### src/rtl/iterative_multiplier_pkg.sv
// Shared opcode and FSM state encodings for the iterative shift-add multiplier.
package iterative_multiplier_pkg;

  localparam logic [1:0] OP_MUL   = 2'b00;
  localparam logic [1:0] OP_UMULH = 2'b01;
  localparam logic [1:0] OP_SMULH = 2'b10;

  typedef enum logic [1:0] {
    ST_IDLE = 2'b00,
    ST_CALC = 2'b01,
    ST_FIX  = 2'b10,
    ST_WB   = 2'b11
  } state_t;

endpackage

### src/rtl/iterative_multiplier_if.sv
// Issue-side request bus and register-file write-back bus of the multiply unit.
interface iterative_multiplier_if #(
  parameter int WIDTH = 32,
  parameter int RA_W  = 5
);
  logic             Start;
  logic             Flush;
  logic [1:0]       Op;
  logic [WIDTH-1:0] OpA;
  logic [WIDTH-1:0] OpB;
  logic [RA_W-1:0]  Dst;
  logic             Ready;
  logic             Busy;
  logic [WIDTH-1:0] BusW;
  logic [RA_W-1:0]  RW;
  logic             RegWr;

  modport master (
    output Start, Flush, Op, OpA, OpB, Dst,
    input  Ready, Busy, BusW, RW, RegWr
  );

  modport slave (
    input  Start, Flush, Op, OpA, OpB, Dst,
    output Ready, Busy, BusW, RW, RegWr
  );
endinterface

### src/rtl/iterative_multiplier_mul_step.sv
// One shift-add iteration: conditionally add the multiplicand into the upper half, then shift right.
module mul_step #(
  parameter int WIDTH = 32
) (
  input  logic [2*WIDTH:0]  p,
  input  logic [WIDTH-1:0]  mcand,
  output logic [2*WIDTH:0]  pNext
);
  logic [WIDTH:0]   sum_s;
  logic [2*WIDTH:0] added_s;

  // Add (with carry into bit 2W) when the current multiplier bit is set, then shift.
  always_comb begin
    sum_s = {1'b0, p[2*WIDTH-1:WIDTH]} + {1'b0, mcand};
    if (p[0]) begin
      added_s = {sum_s, p[WIDTH-1:0]};
    end else begin
      added_s = p;
    end
    pNext = added_s >> 1;
  end
endmodule

### src/rtl/iterative_multiplier.sv
// Multi-cycle MUL/UMULH/SMULH unit: WIDTH shift-add steps, sign fixup, one-cycle register-file write.
module iterative_multiplier
  import iterative_multiplier_pkg::*;
#(
  parameter int WIDTH = 32,
  parameter int RA_W  = 5
) (
  input logic                  Clk,
  input logic                  Reset,
  iterative_multiplier_if.slave bus
);
  localparam int             CW   = (WIDTH > 1) ? $clog2(WIDTH) : 1;
  localparam logic [CW-1:0]  LAST = CW'(WIDTH - 1);

  state_t           state_r;
  state_t           stateNext_s;
  logic [2*WIDTH:0] p_r;
  logic [2*WIDTH:0] pStep_s;
  logic [WIDTH-1:0] mcand_r;
  logic [CW-1:0]    count_r;
  logic [1:0]       op_r;
  logic [RA_W-1:0]  dst_r;
  logic             neg_r;
  logic             ready_r;
  logic             regWr_r;
  logic [WIDTH-1:0] busW_r;
  logic [RA_W-1:0]  rw_r;

  logic             isSigned_s;
  logic [WIDTH-1:0] absA_s;
  logic [WIDTH-1:0] absB_s;
  logic [2*WIDTH-1:0] prod_s;
  logic [WIDTH-1:0] result_s;

  // Magnitude as unsigned: the most negative value maps onto itself without overflow.
  function automatic logic [WIDTH-1:0] absVal(input logic [WIDTH-1:0] v);
    absVal = v[WIDTH-1] ? (~v + WIDTH'(1)) : v;
  endfunction

  mul_step #(.WIDTH(WIDTH)) uStep (
    .p     (p_r),
    .mcand (mcand_r),
    .pNext (pStep_s)
  );

  assign bus.Ready = ready_r;
  assign bus.Busy  = ~ready_r;
  assign bus.RegWr = regWr_r;
  assign bus.BusW  = busW_r;
  assign bus.RW    = rw_r;

  // Next-state logic; Flush returns to IDLE from any state and beats Start.
  always_comb begin
    stateNext_s = state_r;
    if (bus.Flush) begin
      stateNext_s = ST_IDLE;
    end else begin
      case (state_r)
        ST_IDLE: stateNext_s = bus.Start ? ST_CALC : ST_IDLE;
        ST_CALC: stateNext_s = (count_r == LAST) ? ST_FIX : ST_CALC;
        ST_FIX:  stateNext_s = ST_WB;
        ST_WB:   stateNext_s = ST_IDLE;
        default: stateNext_s = ST_IDLE;
      endcase
    end
  end

  // Operand conditioning at issue and sign fixup / half select at FIX.
  always_comb begin
    isSigned_s = (bus.Op == OP_SMULH);
    absA_s     = absVal(bus.OpA);
    absB_s     = absVal(bus.OpB);
    prod_s     = neg_r ? (~p_r[2*WIDTH-1:0] + (2*WIDTH)'(1)) : p_r[2*WIDTH-1:0];
    case (op_r)
      OP_MUL:   result_s = prod_s[WIDTH-1:0];
      OP_UMULH: result_s = prod_s[2*WIDTH-1:WIDTH];
      OP_SMULH: result_s = prod_s[2*WIDTH-1:WIDTH];
      default:  result_s = prod_s[WIDTH-1:0];
    endcase
  end

  // FSM state, datapath and registered outputs.
  always_ff @(posedge Clk) begin
    if (Reset) begin
      state_r <= ST_IDLE;
      p_r     <= '0;
      mcand_r <= '0;
      count_r <= '0;
      op_r    <= 2'b00;
      dst_r   <= '0;
      neg_r   <= 1'b0;
      ready_r <= 1'b1;
      regWr_r <= 1'b0;
      busW_r  <= '0;
      rw_r    <= '0;
    end else begin
      state_r <= stateNext_s;
      ready_r <= (stateNext_s == ST_IDLE);
      regWr_r <= (stateNext_s == ST_WB) && (dst_r != '0);
      case (state_r)
        ST_IDLE: begin
          if (bus.Start && !bus.Flush) begin
            op_r    <= bus.Op;
            dst_r   <= bus.Dst;
            mcand_r <= isSigned_s ? absA_s : bus.OpA;
            p_r     <= {{(WIDTH+1){1'b0}}, (isSigned_s ? absB_s : bus.OpB)};
            neg_r   <= isSigned_s & (bus.OpA[WIDTH-1] ^ bus.OpB[WIDTH-1]);
            count_r <= '0;
          end else begin
            count_r <= '0;
          end
        end
        ST_CALC: begin
          p_r     <= pStep_s;
          count_r <= (stateNext_s == ST_CALC) ? (count_r + CW'(1)) : '0;
        end
        ST_FIX: begin
          if (!bus.Flush) begin
            busW_r <= result_s;
            rw_r   <= dst_r;
          end else begin
            rw_r   <= rw_r;
          end
        end
        default: begin
          count_r <= '0;
        end
      endcase
    end
  end
endmodule
### src/flat_wrapper.sv
// flat-port wrapper written by rule: the top's interface ports become plain ports
module iterative_multiplier_flat import iterative_multiplier_pkg::*;
#(
  parameter int WIDTH = 32,
  parameter int RA_W  = 5
)
  (Clk, Reset, bus_Start, bus_Flush, bus_Op, bus_OpA, bus_OpB, bus_Dst, bus_Ready, bus_Busy, bus_BusW, bus_RW, bus_RegWr);
  iterative_multiplier_if #(.WIDTH(WIDTH), .RA_W(RA_W)) bus_i ();
  input logic Clk;
  input logic Reset;
  input wire logic [$bits(bus_i.Start)-1:0] bus_Start;
  input wire logic [$bits(bus_i.Flush)-1:0] bus_Flush;
  input wire logic [$bits(bus_i.Op)-1:0] bus_Op;
  input wire logic [$bits(bus_i.OpA)-1:0] bus_OpA;
  input wire logic [$bits(bus_i.OpB)-1:0] bus_OpB;
  input wire logic [$bits(bus_i.Dst)-1:0] bus_Dst;
  output wire logic [$bits(bus_i.Ready)-1:0] bus_Ready;
  output wire logic [$bits(bus_i.Busy)-1:0] bus_Busy;
  output wire logic [$bits(bus_i.BusW)-1:0] bus_BusW;
  output wire logic [$bits(bus_i.RW)-1:0] bus_RW;
  output wire logic [$bits(bus_i.RegWr)-1:0] bus_RegWr;
  assign bus_i.Start = bus_Start;
  assign bus_i.Flush = bus_Flush;
  assign bus_i.Op = bus_Op;
  assign bus_i.OpA = bus_OpA;
  assign bus_i.OpB = bus_OpB;
  assign bus_i.Dst = bus_Dst;
  assign bus_Ready = bus_i.Ready;
  assign bus_Busy = bus_i.Busy;
  assign bus_BusW = bus_i.BusW;
  assign bus_RW = bus_i.RW;
  assign bus_RegWr = bus_i.RegWr;
  iterative_multiplier #(.WIDTH(WIDTH), .RA_W(RA_W)) u_core (.Clk(Clk), .Reset(Reset), .bus(bus_i));
endmodule
### config.mk
export PLATFORM = sky130hd
export DESIGN_NAME = iterative_multiplier_flat
export DESIGN_NICKNAME = d
export VERILOG_FILES = /design/src/rtl/iterative_multiplier_pkg.sv /design/src/rtl/iterative_multiplier_if.sv /design/src/rtl/iterative_multiplier_mul_step.sv /design/src/rtl/iterative_multiplier.sv /design/src/flat_wrapper.sv
export SDC_FILE = /design/constraint.sdc
export NUM_CORES = 1
export LEC_CHECK = 0
export BUFFER_PORTS_ARGS = -buffer_cell sky130_fd_sc_hd__buf_2
export CAP_MARGIN = 20
export CORE_MARGIN = 2
export CORE_UTILIZATION = 29
export DETAILED_ROUTE_END_ITERATION = 8
export HOLD_SLACK_MARGIN = 0.1
export SLEW_MARGIN = 20
export SYNTH_ARGS = -nofsm -noshare
export SYNTH_HDL_FRONTEND = slang
export SYNTH_SLANG_ARGS = --single-unit
### constraint.sdc
create_clock -name Clk -period 4.5 [get_ports Clk]
set_clock_uncertainty 0.2 [all_clocks]
set_input_delay 0.675 -clock Clk [delete_from_list [all_inputs] [get_ports Clk]]
set_output_delay 0.675 -clock Clk [all_outputs]
set_load 0.1 [all_outputs]
==> impl_summary.txt, run 1 <==
----------------------------------------------------
[Detailed routing]
  Vias per std cell ... 5.61
  Post-DRT Antenna Nets ... 0
  DR WL/cell ... 18.9 um
  DRC Markers ... 0
  Overall via count from detail_route ... 10700
  Number of detailed-routing iterations run before antenna repair ... 5
  Wirelength, routed ... 36100 um
  Initial drt markers ... 872

[Placement]
  # placed instances ... 1871
  Instance area at placement ... 11300 um^2
  Estimated wirelength of the detail-placed design ... 26900 um
  Place WS ... 0.822 ns
  Number of buffer cells added on primary ports ... 114
  Placer's final routability congestion estimate ... 0.908

[Pwr]
  Power share of the sequential group ... 0.409
  Highest ir drop seen on vdd ... 177 uV
  Switching power as a share of total power ... 0.311
  Internal ... 2.41 mW
  Power after layout ... 3.49 mW
  Net Sw Power ... 1.09 mW
  Clock network power share ... 0.417
  Total power density per cell area ... 294 nW/um^2
  Static Leak ... 4.63 nW
  Part of the total power dissipated in combinational logic ... 0.175

[Floorplan]
  Horizontal die dimension ... 192 um
  Die Span Y ... 192 um
  Area enclosed by the die boundary ... 37000 um^2
  Number of ports placed on the die boundary ... 115
  Number of placement rows ... 69
  Starting density of the core ... 0.292
  Standard cell core area ... 35300 um^2

[Timing]
  Worst max-slew margin expressed relative to the limit ... 0.348
  Setup_tns ... 0 ns
  Worst setup slack after layout ... 0.761 ns
  Final Cycle Share ... 0.831
  Measured slew at the worst slew-check pin ... 0.969 ns
  Final hold slack ... 0.249 ns
  Unrepaired setup endpoints after global routing ... false
  Number of pins exceeding their max-slew limit in the final report ... 0
  Peak Freq ... 0.267 GHz
  Hold violation total from the final report ... 0
  Final setup violation count ... 0
  Tmin final ... 3.74 ns

[CTS]
  Cts repair resizes ... 0
  Clock input transition at the sequential cells of the worst setup and hold paths ... 0.07 ns
  Quantity of hold-fixing buffers added after cts ... 0
  Post-CTS setup-driven buffer insertion count ... 0
  Root buffer cell ... sky130_fd_sc_hd__clkbuf_16
  Number of clock buffers inserted by TritonCTS ... 17
  TritonCTS clock tree ... yes
  Number of sinks handled by clock tree synthesis ... 150
  Largest buffer count on any clock path ... 2
  CTS H-Tree Depth ... 4
  Clock latency reported for the late side of the worst-skew pair ... 0.44 ns

[Yosys]
  Count of warnings emitted by yosys ... 0
  Number of synthesized flops with an enable pin ... 0
  Fraction of the yosys area taken by sequential cells ... 0.292
  Post-synth top flop ... sky130_fd_sc_hd__dfxtp_1
  Fraction of synthesis flops using an asynchronous set or reset pin ... 0
  Syn Nets ... 1484
  Syn Area/Cell ... 7.51 um^2
  Synth Cell Area ... 10300 um^2
  Distinct cell type count of the synthesized netlist ... 70
  Number of flip-flops and latches in the synthesized netlist ... 150
  Post-synthesis cell count ... 1371

[Cells and area]
  Utilization after layout ... 0.337
  Post-layout instance area ... 11900 um^2
  Relative area change from synthesis to final layout ... 15.4%
  Number of standard cells in the layout, taps in and fillers out ... 1904
  Net count of the finished layout ... 1542
  Fraction of layout cells with a size suffix above 1 ... 0.136

[Setup path]
  Worst-case reg-to-reg path depth ... 9
  Endpoint of the worst register-to-register path ... u_core.bus.BusW[22]$_SDFFE_PP0P_
  Required arrival time at the worst endpoint ... 4.63 ns
  Crit. End Element ... flip-flop
  Worst R2R Start ... u_core.p_r[22]$_SDFFE_PP0P_
  Worst Setup Start Kind ... flip-flop
  Kind of critical path ... flip-flop to flip-flop
  FF-to-FF setup slack ... 0.76 ns
  Arrival time at the worst endpoint ... 3.87 ns
  Highest fanout seen on the critical path ... 10

[Min path]
  Hold EP ... u_core.bus.BusW[4]$_SDFFE_PP0P_
  Start point of the worst hold path ... u_core.bus.BusW[4]$_SDFFE_PP0P_
  Hold depth ... 2
  Hold WC Path Type ... flip-flop to flip-flop

[Global route]
  Via count of the first global-routing pass ... 9920
  Overall fraction of global-route tracks in use ... 0.195
  Antenna violations before repair ... 3
  Congestion Overflow GR ... 0
  Largest net degree at the start of global routing ... 94
  First-pass GRT wire length ... 56300 um

[Job]
  # Max-Cap Violations ... 0

[Run status]
  Outcome ... complete, no violations

----------------------------------------------------
==> layer usage <==
layer  vias to the layer above  wire length [um]  GRT usage
met2                       399             15700      0.297
met5                         -                 7          0
met1                      5031             16900      0.271
met4                         2              1140     0.0757
met3                        76              2340     0.0378
li1                       5178                 -          -
==> worst max-delay path, cell delays in order, from the launching register on <==
cell and delay, ns:
sky130_fd_sc_hd__dfxtp_1 0.39, sky130_fd_sc_hd__or4_1 0.60, sky130_fd_sc_hd__nor4_1 0.44, sky130_fd_sc_hd__and4_1 0.52, sky130_fd_sc_hd__nor3b_2 0.37, sky130_fd_sc_hd__nand3_2 0.19, sky130_fd_sc_hd__nor4_1 0.34, sky130_fd_sc_hd__mux2i_1 0.23
sky130_fd_sc_hd__o21ai_1 0.08, sky130_fd_sc_hd__a32o_1 0.27
==> logic make-up after synthesis <==
logic type,Yosys count,synth area share
compound gates,451,0.285
xor+xnor,112,0.0952
fa+ha+maj,38,0.0469
buf+inv,115,0.0425
flops,150,0.292
mux,9,0.00887
simple gates,496,0.230
==> power groups by stage <==
stage	clock network (mW)	logic, mW	registers (mW)
floorplan	0	0.425	1.43
global placement	0	0.598	1.45
detailed placement	0	0.603	1.46
CTS	1.47	0.606	1.43
global route	1.52	0.673	1.43
finish	1.46	0.610	1.43
==> cells in the final DEF, fill, tap and decap left out, types with 6 or more instances in the layout <==
master                      count
sky130_fd_sc_hd__nand2b_1      11
sky130_fd_sc_hd__nand3b_1       8
sky130_fd_sc_hd__a22oi_1       41
sky130_fd_sc_hd__ha_1          37
sky130_fd_sc_hd__o22ai_1        7
sky130_fd_sc_hd__o31ai_1       20
sky130_fd_sc_hd__a21oi_1      136
sky130_fd_sc_hd__or3_1         19
sky130_fd_sc_hd__clkbuf_16     17
sky130_fd_sc_hd__a221oi_1       6
sky130_fd_sc_hd__nand2_1      168
sky130_fd_sc_hd__nand3_1       34
sky130_fd_sc_hd__buf_4         23
sky130_fd_sc_hd__and3_1        10
sky130_fd_sc_hd__or4_1          9
sky130_fd_sc_hd__o211ai_1       9
sky130_fd_sc_hd__o21ai_0       76
sky130_fd_sc_hd__a222oi_1      12
sky130_fd_sc_hd__nor4_1        11
sky130_fd_sc_hd__a311oi_1       9
sky130_fd_sc_hd__o41ai_1       12
sky130_fd_sc_hd__o21bai_1       7
sky130_fd_sc_hd__xor2_1        47
sky130_fd_sc_hd__o311ai_0       8
sky130_fd_sc_hd__a21o_1        30
sky130_fd_sc_hd__dfxtp_1      149
sky130_fd_sc_hd__mux2i_1        8
sky130_fd_sc_hd__or4_4          6
sky130_fd_sc_hd__nor3_1        44
sky130_fd_sc_hd__a31oi_1       16
sky130_fd_sc_hd__a211oi_1      22
sky130_fd_sc_hd__o21ai_1        7
sky130_fd_sc_hd__inv_1         17
sky130_fd_sc_hd__nor2_1       130
sky130_fd_sc_hd__xnor2_1       63
sky130_fd_sc_hd__buf_2        113
sky130_fd_sc_hd__nand4_1       12
==> state kept, by name, indices dropped and copies added, names as in the netlist <==
signal            count
u_core.p_r           64
u_core.neg_r          1
u_core.mcand_r       32
u_core.count_r        5
u_core.state_r        2
u_core.bus.RW         5
u_core.dst_r          5
u_core.bus.RegWr      1
u_core.bus.Ready      1
u_core.bus.BusW      32
u_core.op_r           2
==> cell usage after synthesis (all sizes together) (10+ instances only) <==
cell type    n  area (um^2)
or4         15          135
nand4       12         75.1
dfxtp      150         3000
nor2       132          495
a22oi       41          308
nand3       35          180
a211oi      23          178
ha          37          463
nand2      168          631
a21o        30          225
nor3        45          230
and3        10         62.6
o21ai       83          415
xor2        48          420
o31ai       20          150
nand2b      11         68.8
clkbuf      91          342
a31oi       16          100
nor4        11         68.8
o41ai       13          121
or3         23          164
a21oi      136          681
a222oi      12          120
xnor2       64          561
inv         17         63.8
==> cell type report <==
class	instances	area [um^2]
well taps	461	577
clock inverters	14	151
multi-input cells	1106	6900
repair buffers	137	758
clock buffers	18	429
inverters	17	63.8
diodes	1	2.50
fillers	3778	23400
flip-flops and latches	150	3000
==> worst max-delay path by stage <==
stage | startpoint | end | slack [ns]
global route | u_core.p_r[22]$_SDFFE_PP0P_ | u_core.bus.BusW[22]$_SDFFE_PP0P_ | 0.55
floorplan | u_core.p_r[8]$_SDFFE_PP0P_ | u_core.bus.BusW[22]$_SDFFE_PP0P_ | 1.31
finish | u_core.p_r[22]$_SDFFE_PP0P_ | u_core.bus.BusW[22]$_SDFFE_PP0P_ | 0.76
CTS | u_core.p_r[22]$_SDFFE_PP0P_ | u_core.bus.BusW[22]$_SDFFE_PP0P_ | 0.80
detailed placement | u_core.p_r[22]$_SDFFE_PP0P_ | u_core.bus.BusW[22]$_SDFFE_PP0P_ | 0.82
global placement | u_core.p_r[22]$_SDFFE_PP0P_ | u_core.bus.BusW[22]$_SDFFE_PP0P_ | 0.91
No activity file was read; power rests on OpenSTA's default activity.
==> run 2, diff against run 1 <==
==> constraint.sdc (replaced) <==
create_clock -name Clk -period 3.4 [get_ports Clk]
set_clock_uncertainty 0.2 [all_clocks]
set_input_delay 0.51 -clock Clk [delete_from_list [all_inputs] [get_ports Clk]]
set_output_delay 0.51 -clock Clk [all_outputs]
set_load 0.1 [all_outputs]
==> run 2 against run 1 <==
  * Sequential power is 31% higher
  * Combinational power up 47%
  * Total power up 35%
  * Critical path depth fell by 1
  * Sequential share of layout area down 1.1 points
  * Core utilization up 1.5 points
  * Worst hold slack got worse by 0.13 ns
  * Final cell count up 3.0%
==> impl_summary.txt, run 2 (synthesized netlist as in run 1, its figures left out) <==
----------------------------------------------------
[Timing]
  Unrepaired setup endpoints after global routing ... false
  Hold violation total from the final report ... 0 (unchanged)
  Worst max-slew margin expressed relative to the limit ... 0.405 (+0.0562)
  Final setup violation count ... 0 (unchanged)
  Final Cycle Share ... 0.965 (+0.134)
  Tmin final ... 3.28 ns (-0.458 ns)
  Measured slew at the worst slew-check pin ... 0.890 ns (-0.0787 ns)
  Setup_tns ... 0 ns (unchanged)
  Number of pins exceeding their max-slew limit in the final report ... 0 (unchanged)
  Peak Freq ... 0.305 GHz (+14%)

[Setup path]
  Endpoint of the worst register-to-register path ... u_core.bus.BusW[30]$_SDFFE_PP0P_
  Kind of critical path ... flip-flop to flip-flop
  Highest fanout seen on the critical path ... 5 (-5)
  Buffering stage count on the worst path with inverters included ... 0 (unchanged)
  Slowest stage cell on the critical path ... sky130_fd_sc_hd__or4_4
  CP dominant cell by count ... sky130_fd_sc_hd__or4_4
  Worst-path cell chain ... or3_4 -> or4_4 -> or4_4 -> or4_4 -> or3_1 -> o2111ai_1 -> a21oi_1 -> a21o_1
  Worst-case reg-to-reg path depth ... 8 (-1)
  Required arrival time at the worst endpoint ... 3.54 ns (-1.09 ns)
  Worst R2R Start ... u_core.p_r[46]$_SDFFE_PP0P_
  Crit. End Element ... flip-flop
  Top cell family by delay on the critical path ... simple AND/OR/NAND/NOR gates
  FF-to-FF setup slack ... 0.12 ns (-0.64 ns)
  Arrival time at the worst endpoint ... 3.42 ns (-0.45 ns)
  Slowest Stage Delay on Critical Path ... 0.51 ns (-0.09 ns)
  Worst Setup Start Kind ... flip-flop

[CTS]
  Largest buffer count on any clock path ... 2 (unchanged)
  Root buffer cell ... sky130_fd_sc_hd__clkbuf_16
  Clock latency reported for the late side of the worst-skew pair ... 0.44 ns (about the same)
  Number of sinks handled by clock tree synthesis ... 150 (unchanged)
  Number of clock buffers inserted by TritonCTS ... 17 (unchanged)
  TritonCTS clock tree ... yes
  Clock input transition at the sequential cells of the worst setup and hold paths ... 0.07 ns (about the same)
  CTS H-Tree Depth ... 4 (unchanged)
  Post-CTS setup-driven buffer insertion count ... 0 (unchanged)

[Placement]
  Estimated wirelength of the detail-placed design ... 27900 um (+3.7%)
  Instance area at placement ... 11700 um^2 (+3.8%)
  Number of buffer cells added on primary ports ... 114 (unchanged)
  Placer's final routability congestion estimate ... 0.920 (+1.3%)

[Detailed routing]
  DR WL/cell ... 18.5 um (-2.2%)
  Overall via count from detail_route ... 10800 (+1.5%)
  Initial drt markers ... 938 (+7.6%)
  Vias per std cell ... 5.53 (-1.5%)
  Post-DRT Antenna Nets ... 0 (unchanged)
  Wirelength, routed ... 36300 um (+0.77%)
  Number of detailed-routing iterations run before antenna repair ... 6 (+1)
  DRC Markers ... 0 (unchanged)

[Min path]
  Start point of the worst hold path ... bus_Op[1]
  Hold depth ... 3 (+1)
  Hold WC Path Type ... input port to flip-flop
  Hold EP ... u_core.op_r[1]$_SDFFE_PP0P_

[Floorplan]
  Number of ports placed on the die boundary ... 115 (unchanged)
  Starting density of the core ... 0.292 (unchanged)
  Standard cell core area ... 35300 um^2 (unchanged)
  Number of placement rows ... 69 (unchanged)
  Die Span Y ... 192 um (unchanged)
  Area enclosed by the die boundary ... 37000 um^2 (unchanged)
  Horizontal die dimension ... 192 um (unchanged)

[Job]
  # Max-Cap Violations ... 0 (unchanged)

[Cells and area]
  Register ranked first by flip-flop count ... u_core.p_r
  Relative area change from synthesis to final layout ... 20.5%
  Post-layout instance area ... 12400 um^2 (+4.3%)
  Most frequent cells in the layout ... sky130_fd_sc_hd__nand2_1 (168), sky130_fd_sc_hd__dfxtp_1 (149), sky130_fd_sc_hd__a21oi_1 (136)
  Filler Cell Count ... 3677 (-2.7%)
  Leading cell type in the layout, fill and taps excluded ... sky130_fd_sc_hd__nand2_1
  Flip-flop count of the largest register after layout ... 64 (unchanged)
  Net count of the finished layout ... 1599 (+3.7%)
  Fraction of layout cells with a size suffix above 1 ... 0.167 (+0.0315)

[Global route]
  Largest net degree at the start of global routing ... 98 (+4.3%)
  First-pass GRT wire length ... 56600 um (+0.55%)
  Overall fraction of global-route tracks in use ... 0.196 (+0.00111)
  Congestion Overflow GR ... 0 (unchanged)
  Antenna violations before repair ... 2 (-1)
  Via count of the first global-routing pass ... 10100 (+2.2%)

[Pwr]
  Static Leak ... 4.94 nW (+6.6%)
  Total power density per cell area ... 380 nW/um^2 (+29%)
  Highest ir drop seen on vdd ... 283 uV (+60%)
  Power after layout ... 4.71 mW (+35%)

[Run status]
  Outcome ... complete, no violations

----------------------------------------------------
==> run 2: cell types whose count changed in the layout (fill, tap and decap cells not counted), sizes merged <==
cell | previous run | this run
clkinvlp | 2 | 5
dlygate4sd3 | 0 | 5
clkinv | 7 | 4
buf | 137 | 189
==> run 2: area by class of cell <==
| class | instances | area, um^2 | area share |
|---|---|---|---|
| Multi-Input combinational cell | 1106 | 6940 | 0.560 |
| Tap cell | 461 | 577 | 0.0465 |
| Clock inverter | 14 | 151 | 0.0122 |
| Antenna cell | 1 | 2.50 | 0.000202 |
| Inverter | 17 | 63.8 | 0.00514 |
| Clock buffer | 18 | 429 | 0.0346 |
| Timing Repair Buffer | 194 | 1240 | 0.0996 |
| Sequential cell | 150 | 3000 | 0.242 |
==> run 2: how the worst max path moves through the flow <==
stage                                           start                                to  cells after the start
after global routing       u_core.p_r[9]$_SDFFE_PP0P_  u_core.bus.BusW[19]$_SDFFE_PP0P_                      9
after floorplan            u_core.p_r[8]$_SDFFE_PP0P_  u_core.bus.BusW[22]$_SDFFE_PP0P_                     11
final                     u_core.p_r[46]$_SDFFE_PP0P_  u_core.bus.BusW[30]$_SDFFE_PP0P_                      8
after detailed placement                  bus_OpA[10]   u_core.mcand_r[29]$_SDFFE_PP0P_                      9
after CTS                 u_core.p_r[32]$_SDFFE_PP0P_  u_core.bus.BusW[13]$_SDFFE_PP0P_                      9
after global placement    u_core.p_r[32]$_SDFFE_PP0P_  u_core.bus.BusW[13]$_SDFFE_PP0P_                      9
==> run 2: per-layer routing <==
layer  GRT usage  wire length, um  vias up
li1            -                -     5273
met1       0.270            17200     5119
met2       0.296            15700      373
met3      0.0327             2020       75
met4      0.0951             1390        2
met5           0               11        -
==> run 2: power breakdown <==
part | leakage [nW] | total (mW) | internal, mW | switching, mW
Clock | 0.269 | 1.94 | 1.09 | 0.852
Sequential | 1.22 | 1.88 | 1.81 | 0.0631
Combinational | 3.45 | 0.896 | 0.344 | 0.552
==> run 2: worst register-to-register path, delay by kind of cell, from the launching register on <==
kind | cells | cell delay (ns)
flip-flops | 1 | 0.32
AO/OA/AOI/OAI | 3 | 0.45
AND/OR/NAND/NOR | 5 | 2.22
==> run 2: per-stage QoR <==
step,hold slack (ns),std cells,utilization,setup WS (ns)
CTS,0.103,1960,0.350,0.127
finish,0.118,1961,0.351,0.119
floorplan,0.236,1371,-,0.211
global route,0.120,1961,0.351,0.0164
detailed placement,0.232,1923,0.332,0.0552
global placement,0.230,1923,0.332,0.143
==> run 2: timing repair <==
item / in CTS / in global routing
resized for setup: 0 / 9
endpoints found under the hold margin: 5 / 0
hold buffers: 5 / 0
endpoints found under the setup margin: 0 / 12
